--- src/rtl/imem_loader_pkg.sv ---
// Shared definitions for the instruction-memory loader: FSM states, memory geometry, halt word.
// Ports: none (package only).
// Optional feature: IMEM_LOADER_CHECKSUM_EN adds the CHECK state used for trailing-checksum validation.
package imem_loader_pkg;

  localparam int IMEM_DEPTH = 64;
  localparam int IMEM_AW    = 6;
  localparam logic [31:0] HLT_WORD = 32'hFFFF_FFFF;

  // Highest word address; writing a non-halt word here means the program overflowed.
  localparam logic [IMEM_AW-1:0] LAST_ADDR = IMEM_AW'(IMEM_DEPTH - 1);

`ifdef IMEM_LOADER_CHECKSUM_EN
  typedef enum logic [2:0] {
    ST_IDLE, ST_RECV, ST_WRITE, ST_DONE, ST_ERR, ST_CHECK
  } state_t;
`else
  typedef enum logic [2:0] {
    ST_IDLE, ST_RECV, ST_WRITE, ST_DONE, ST_ERR
  } state_t;
`endif

endpackage

--- src/rtl/imem_loader_word_assembler.sv ---
// Collects four bytes into a big-endian 32-bit word (first byte ends up in bits 31:24).
// Ports: clk/reset (async active-low), clear, load + byte_in, word out, byte count, full flag.
// Latency: a loaded byte is visible in word/cnt the cycle after load; clear has priority over load.
module word_assembler (
  input  logic        clk,
  input  logic        reset,
  input  logic        clear,
  input  logic        load,
  input  logic [7:0]  byte_in,
  output logic [31:0] word,
  output logic [2:0]  cnt,
  output logic        full
);

  logic [31:0] word_q, word_d;
  logic [2:0]  cnt_q, cnt_d;

  always_comb begin
    word_d = word_q;
    cnt_d  = cnt_q;
    if (clear) begin
      word_d = '0;
      cnt_d  = '0;
    end else if (load) begin
      // Shifting left means the first byte migrates up to the top slot after four loads.
      word_d = {word_q[23:0], byte_in};
      cnt_d  = cnt_q + 3'd1;
    end
  end

  always_ff @(posedge clk or negedge reset) begin
    if (!reset) begin
      word_q <= '0;
      cnt_q  <= '0;
    end else begin
      word_q <= word_d;
      cnt_q  <= cnt_d;
    end
  end

  assign word = word_q;
  assign cnt  = cnt_q;
  assign full = (cnt_q == 3'd4);

endmodule

--- src/rtl/imem_loader.sv ---
// Loads a byte stream into instruction memory word by word, holding the CPU until a halt word lands.
// Ports: clk, reset (async active-low), in_valid/in_ready/in_data byte stream, imem_we/addr/wdata
//        write port, cpu_hold, sticky done/error, word_count. Macro IMEM_LOADER_CHECKSUM_EN adds checksum.
module imem_loader
  import imem_loader_pkg::*;
(
  input  logic                clk,
  input  logic                reset,
  input  logic                in_valid,
  input  logic [7:0]          in_data,
  output logic                in_ready,
  output logic                imem_we,
  output logic [IMEM_AW-1:0]  imem_addr,
  output logic [31:0]         imem_wdata,
  output logic                cpu_hold,
  output logic                done,
  output logic                error,
  output logic [6:0]          word_count
);

  state_t               state_q, state_d;
  logic [IMEM_AW-1:0]   ptr_q, ptr_d;
  logic [6:0]           wc_q, wc_d;
  logic                 asm_load, asm_clear, asm_full;
  logic [2:0]           asm_cnt;
  logic [31:0]          asm_word;
  logic                 accept;

  word_assembler u_asm (
    .clk     (clk),
    .reset   (reset),
    .clear   (asm_clear),
    .load    (asm_load),
    .byte_in (in_data),
    .word    (asm_word),
    .cnt     (asm_cnt),
    .full    (asm_full)
  );

  assign accept = in_valid && in_ready;

`ifdef IMEM_LOADER_CHECKSUM_EN
  logic [7:0] csum_q, csum_d;
`endif

  always_comb begin
    state_d   = state_q;
    ptr_d     = ptr_q;
    wc_d      = wc_q;
    in_ready  = 1'b0;
    asm_load  = 1'b0;
    asm_clear = 1'b0;
`ifdef IMEM_LOADER_CHECKSUM_EN
    csum_d    = csum_q;
`endif
    case (state_q)
      ST_IDLE, ST_RECV: begin
        in_ready = 1'b1;
        if (accept) begin
          asm_load = 1'b1;
`ifdef IMEM_LOADER_CHECKSUM_EN
          csum_d   = csum_q ^ in_data;
`endif
          // Decide on the byte being accepted so the write lands in the very next cycle.
          state_d  = (asm_cnt == 3'd3) ? ST_WRITE : ST_RECV;
        end
      end
      ST_WRITE: begin
        asm_clear = 1'b1;
        wc_d      = wc_q + 7'd1;
        if (asm_word == HLT_WORD) begin
`ifdef IMEM_LOADER_CHECKSUM_EN
          state_d = ST_CHECK;
`else
          state_d = ST_DONE;
`endif
        end else if (ptr_q == LAST_ADDR) begin
          state_d = ST_ERR;
        end else begin
          ptr_d   = ptr_q + 1'b1;
          state_d = ST_RECV;
        end
      end
`ifdef IMEM_LOADER_CHECKSUM_EN
      ST_CHECK: begin
        in_ready = 1'b1;
        if (accept) begin
          state_d = (in_data == csum_q) ? ST_DONE : ST_ERR;
        end
      end
`endif
      ST_DONE, ST_ERR: ;
      default: state_d = ST_IDLE;
    endcase
  end

  always_ff @(posedge clk or negedge reset) begin
    if (!reset) begin
      state_q <= ST_IDLE;
      ptr_q   <= '0;
      wc_q    <= '0;
`ifdef IMEM_LOADER_CHECKSUM_EN
      csum_q  <= '0;
`endif
    end else begin
      state_q <= state_d;
      ptr_q   <= ptr_d;
      wc_q    <= wc_d;
`ifdef IMEM_LOADER_CHECKSUM_EN
      csum_q  <= csum_d;
`endif
    end
  end

  // full is always set in WRITE; gating on it guarantees a partial word is never strobed.
  assign imem_we    = (state_q == ST_WRITE) && asm_full;
  assign imem_addr  = ptr_q;
  assign imem_wdata = asm_word;
  assign cpu_hold   = (state_q != ST_DONE);
  assign done       = (state_q == ST_DONE);
  assign error      = (state_q == ST_ERR);
  assign word_count = wc_q;

endmodule
--- config.mk ---
export PLATFORM = sky130hd
export DESIGN_NAME = imem_loader
export DESIGN_NICKNAME = d
export VERILOG_FILES = /design/src/rtl/imem_loader_pkg.sv /design/src/rtl/imem_loader_word_assembler.sv /design/src/rtl/imem_loader.sv
export SDC_FILE = /design/constraint.sdc
export NUM_CORES = 1
export LEC_CHECK = 0
export CAP_MARGIN = 20
export CORE_ASPECT_RATIO = 1.2
export CORE_MARGIN = 3
export CORE_UTILIZATION = 45
export DETAILED_ROUTE_END_ITERATION = 6
export PLACE_DENSITY = 0.76
export SLEW_MARGIN = 10
export SYNTH_ARGS = -nofsm -noshare
export SYNTH_HDL_FRONTEND = slang
export SYNTH_SLANG_ARGS = --single-unit
--- constraint.sdc ---
create_clock -name clk -period 4 [get_ports clk]
set_clock_uncertainty 0.05 [all_clocks]
set_input_delay 0.4 -clock clk [delete_from_list [all_inputs] [get_ports clk]]
set_output_delay 0.4 -clock clk [all_outputs]
set_load 0.02 [all_outputs]
# == Yosys cells after proc, flatten, opt, wreduce, memory -nomap -nowiden ==
# Cells that the tools add are included.
# totals
word_cells,42
n_memories,0
latchBits,0
ramBits,0
out_inout_bits,50
rom_bits,0
regBits,51
inputBits,11
# op_classes
n_reduce_logical,8
bitwise,3
div,0
n_shift,0
magnitude_cmp,0
n_mux,13
eq_ne,10
add_sub_neg,3
multipliers,0
# ops
cell,n
32-bit 2-to-1 mux,2
"32-bit == test, second input constant",1
3-bit 2-to-1 mux,5
"3-bit by 2-bit == test with 1-bit output, second input constant",3
3-bit case mux with 3 select lines,1
"7-bit by 1-bit adder with 7-bit output, second input constant",1
"6-bit by 1-bit adder with 6-bit output, second input constant",1
"3-bit == test, second input constant",2
"6-bit == test, second input constant",1
1-bit 2-to-1 mux,4
2-bit OR reduction,2
"3-bit by 1-bit adder with 3-bit output, second input constant",1
"3-bit by 1-bit == test with 1-bit output, second input constant",1
3-bit logical NOT,1
"3-bit by 2-bit inequality test with 1-bit output, second input constant",1
1-bit NOT,3
3-bit AND reduction,1
1-bit logical AND,2
2-bit 2-to-1 mux,1
"2-bit inequality test, second input constant",1
2-bit AND reduction,1
2-bit nonzero test,1

# == Depth between registers and ports, before layout ==
# depth
depth_word,8
depth_mapped,7
depth_no_buf,5

# == Modules after synthesis ==
# From an unflattened synthesis, not the netlist that was laid out.
# hier_totals
cells_unflattened,197
area_unflattened_um2,2344.7
# by_module_without_submodules
module,seq_area_each_um2,n_inst,area_each_um2,cells_each
word_assembler,875.8,1,1502.7,119
imem_loader,400.4,1,842.1,78

# == Least setup slack after synthesis ==
# Ideal clock, no wire load.
# synth_path
path_kind,register -> output
from,register state_q[2]
to,output port imem_we
stages_incl_launch_ff,4
slack_ns,2.278
arrival_time_ns,1.272
n_path_buf,1
t_required_ns,3.550
path_cell_list,dfrtp_1 nor3b_4 buf_4 and3_1
# synth_via
elab_chain_cells,2
# synth_rtl
item,line,rtl
from (decl),imem_loader.sv:21,"state_t state_q, state_d;"
from (signal assigned),imem_loader.sv:106,state_q <= state_d;
3-bit by 2-bit == test with 1-bit output,imem_loader.sv:116,assign imem_we = (state_q == ST_WRITE) && asm_full;
1-bit logical AND,imem_loader.sv:116,
to (decl),imem_loader.sv:12,"output logic imem_we,"
# No other way between the ends.

# == Worst setup path in the final report ==
# Ends and elaborated chain as after synthesis.

==> flow_summary.yaml <==
setup_path:
  cp_cell_sequence: "nor3b_4 -> and3_1 -> clkdlybuf4s50_1"
  cp_data_arrival_time_ns: 2.23
  crit_slowest_cell: "nor3b_4"
  cp_max_fo: 14
  worstSetupStartpointType: "register"
  r2r_start: "state_q[2]"
  critPathKind: "register to output pin"
  reg2regPathDepth: 4
  r2r_end: "u_asm.word[4]"
  worstPathRequired_ns: 3.55
  critPathMaxStageDelay_ns: 0.64
  crit_path_end_kind: "output pin"
  cp.buffers_inverters: 1
  reg2reg_slack_ns: 1.97
  cp_top_family: "simple AND/OR/NAND/NOR gates"
clocking:
  cts_tree: "done"
  path_clk_slew_ns: 0.08
  cts_resized: 0
  clock_latency_ns: 0.30
  cts_buffer_depth: 2
  root_buffer: "clkbuf_8"
  cts.sinks: 51
  post_cts_buffers: 0
  numCtsBuffers: 5
  ctsHtreeMaxLevel: 2
  cts_hold_buf: 0
drt:
  wl_met1_mm: 2.17
  first_iter_violations: 133
  wire_per_inst_um: 16.1
  vias: 1621
  ant_nets: 0
  met2_length_mm: 2.14
  drt_first_pass_iters: 4
  detail_route.vias_per_cell: 5.67
  drc_errors: 0
  routed_wl_mm: 4.60
  met3_length_um: 251
  maxUsedRoutingLayer: "met4"
grt:
  grt_pass1_wl_mm: 7.78
  grt_util_all_layers: 0.184
  grt_pass1_vias: 1572
  antenna_found_initial: 0
  grt_overflow_total: 0
  grt_max_degree: 52
power:
  p_leak_nw: 1.28
  p_per_area_nw_per_um2: 767
  ir_drop_uv: 389
layout:
  final_cell_mix: "59 x clkdlybuf4s50_1, 51 x dfrtp_1, 33 x a22o_1, 13 x nand4_1, 8 x nand2_1"
  final_common_cell: "clkdlybuf4s50_1"
  diodes: 0
  instances_no_fill: 286
  drive_gt1_frac: 0.0652
  synthToLayoutAreaGrowth_pct: 35.8
  nets: 245
yosys:
  synth_compound_area_frac: 0.167
  synth_cell_type_count: 28
  synthCells: 167
  synth-seq-cells: 51
  yosys.area_share.simple: 0.122
  synth_top_area_share: 0.597
  synth_nets: 183
  syn_area_per_cell_um2: 12.8
  netlist_area_um2: 2140
  synth_warnings: 0
  seq_area_frac_synth: 0.597
  synth_top_family_by_area: "compound AO/OA/AOI/OAI gates"
  synth_mux_area_frac: 0.0105
  synth_fa_ha_area_frac: 0.0293
  synth-xor-area-share: 0.0410
  synth_area_leaders: "dfrtp_1 60%, a22o_1 14%, nand4_1 3.8%"
  yosys.area.top_type: "dfrtp_1"
place:
  gp_congestion: 0.733
  hpwl_mm: 3.24
  dp_cells: 276
  dp_slack_ns: 1.61
  io_buffer_count: 60
floorplanning:
  core_area_um2: 4420
  die_h_um: 81.5
  num_rows: 26
  die_w_um: 68.9
  start_util: 0.483
  die_area_um2: 5620
  pin_count: 61
timing:
  min_period_over_period: 0.670
  final.setup.worst_slack_ns: 1.32
  relSlewSlack: 0.422
  tns_ns: 0
  hold_viol: 0
  layout_min_cycle_time_ns: 2.68
  rsz0062_at_grt: "false"
  worst_slew_pin_slew_ns: 0.867
  setup_viol_count_final: 0
  max_freq_ghz: 0.373
  slew_violations: 0
job:
  max_cap_viol_count: 0
min_path:
  hold-path-cell-count: 1
  hp-class: "register to register"
  min_from: "word_count[6]"
  whs_endpoint: "word_count[6]"
run_status:
  status: "finished, final reports clean"
-- area by class of cell --
cell class / instances / area (um2)
clock inverters: 2 / 35.0
repair buffers: 63 / 633
well taps: 56 / 70.1
flip-flops and latches: 51 / 1280
inverters: 4 / 15.0
multi-input cells: 104 / 790
clock buffers: 6 / 82.6
fillers: 377 / 1520
-- where the power goes --
group	total, W	leakage (nW)	switching [W]	internal (W)
Combinational	0.000946	0.565	0.000461	0.000485
Sequential	0.000917	0.658	0.000215	0.000702
Clock	0.000361	0.0612	0.000158	0.000202
Total	0.00222	1.28	0.000835	0.00139
-- how the worst max path moves through the flow --
stage	to	cells after the start	from	slack, ns
final	imem_we	3	state_q[2]	1.32
after global routing	imem_we	3	state_q[1]	1.18
after CTS	imem_we	3	state_q[2]	1.29
after detailed placement	imem_we	3	state_q[2]	1.61
after global placement	imem_we	3	state_q[2]	1.65
after floorplan	imem_we	3	state_q[2]	2.28
-- per-layer routing --
layer  up-vias  track usage
li1        756            -
met1       813        0.279
met2        46        0.269
met3         6       0.0438
met4         0       0.0409
met5         -            0
-- synth_stat cells --
cell,instances
buf_4,4
nand4_1,13
a31oi_1,1
dfrtp_1,51
a22o_1,33
nand3b_1,1
nand2_1,8
a41oi_1,1
nand3_1,2
a21oi_1,4
xor2_1,3
and3_1,5
nor2_8,1
nor3b_1,1
mux2_2,2
nor2_1,6
buf_2,3
nor2b_1,2
inv_1,4
xnor2_1,7
ha_1,5
buf_6,1
nor4_1,2
a211oi_1,2
nor3b_4,1
and2_1,1
o21bai_1,1
o21ai_0,2
-- cell families after synthesis --
family                     Yosys count
adders and majority gates            5
AOI/OAI and AO/OA                   44
DFF                                 51
and+or+nand+nor                     43
muxes                                2
xor gates and xnor gates            10
buffers and inverters               12
-- through the flow --
| stage | total power [W] | hold slack [ns] | area [um2] | utilization |
|---|---|---|---|---|
| floorplan | 0.00141 | 0.0544 | 2140 | - |
| global placement | 0.00186 | 0.410 | 2750 | 0.622 |
| detailed placement | 0.00188 | 0.412 | 2750 | 0.622 |
| CTS | 0.00224 | 0.287 | 2870 | 0.649 |
| global route | 0.00237 | 0.463 | 2900 | 0.656 |
| finish | 0.00222 | 0.416 | 2900 | 0.656 |
-- state kept, by name, indices dropped and copies added, names as in the netlist --
register    count
u_asm.word     32
word_count      7
imem_addr       6
state_q         3
u_asm.cnt       3
No activity file was read; power rests on OpenSTA's default activity.
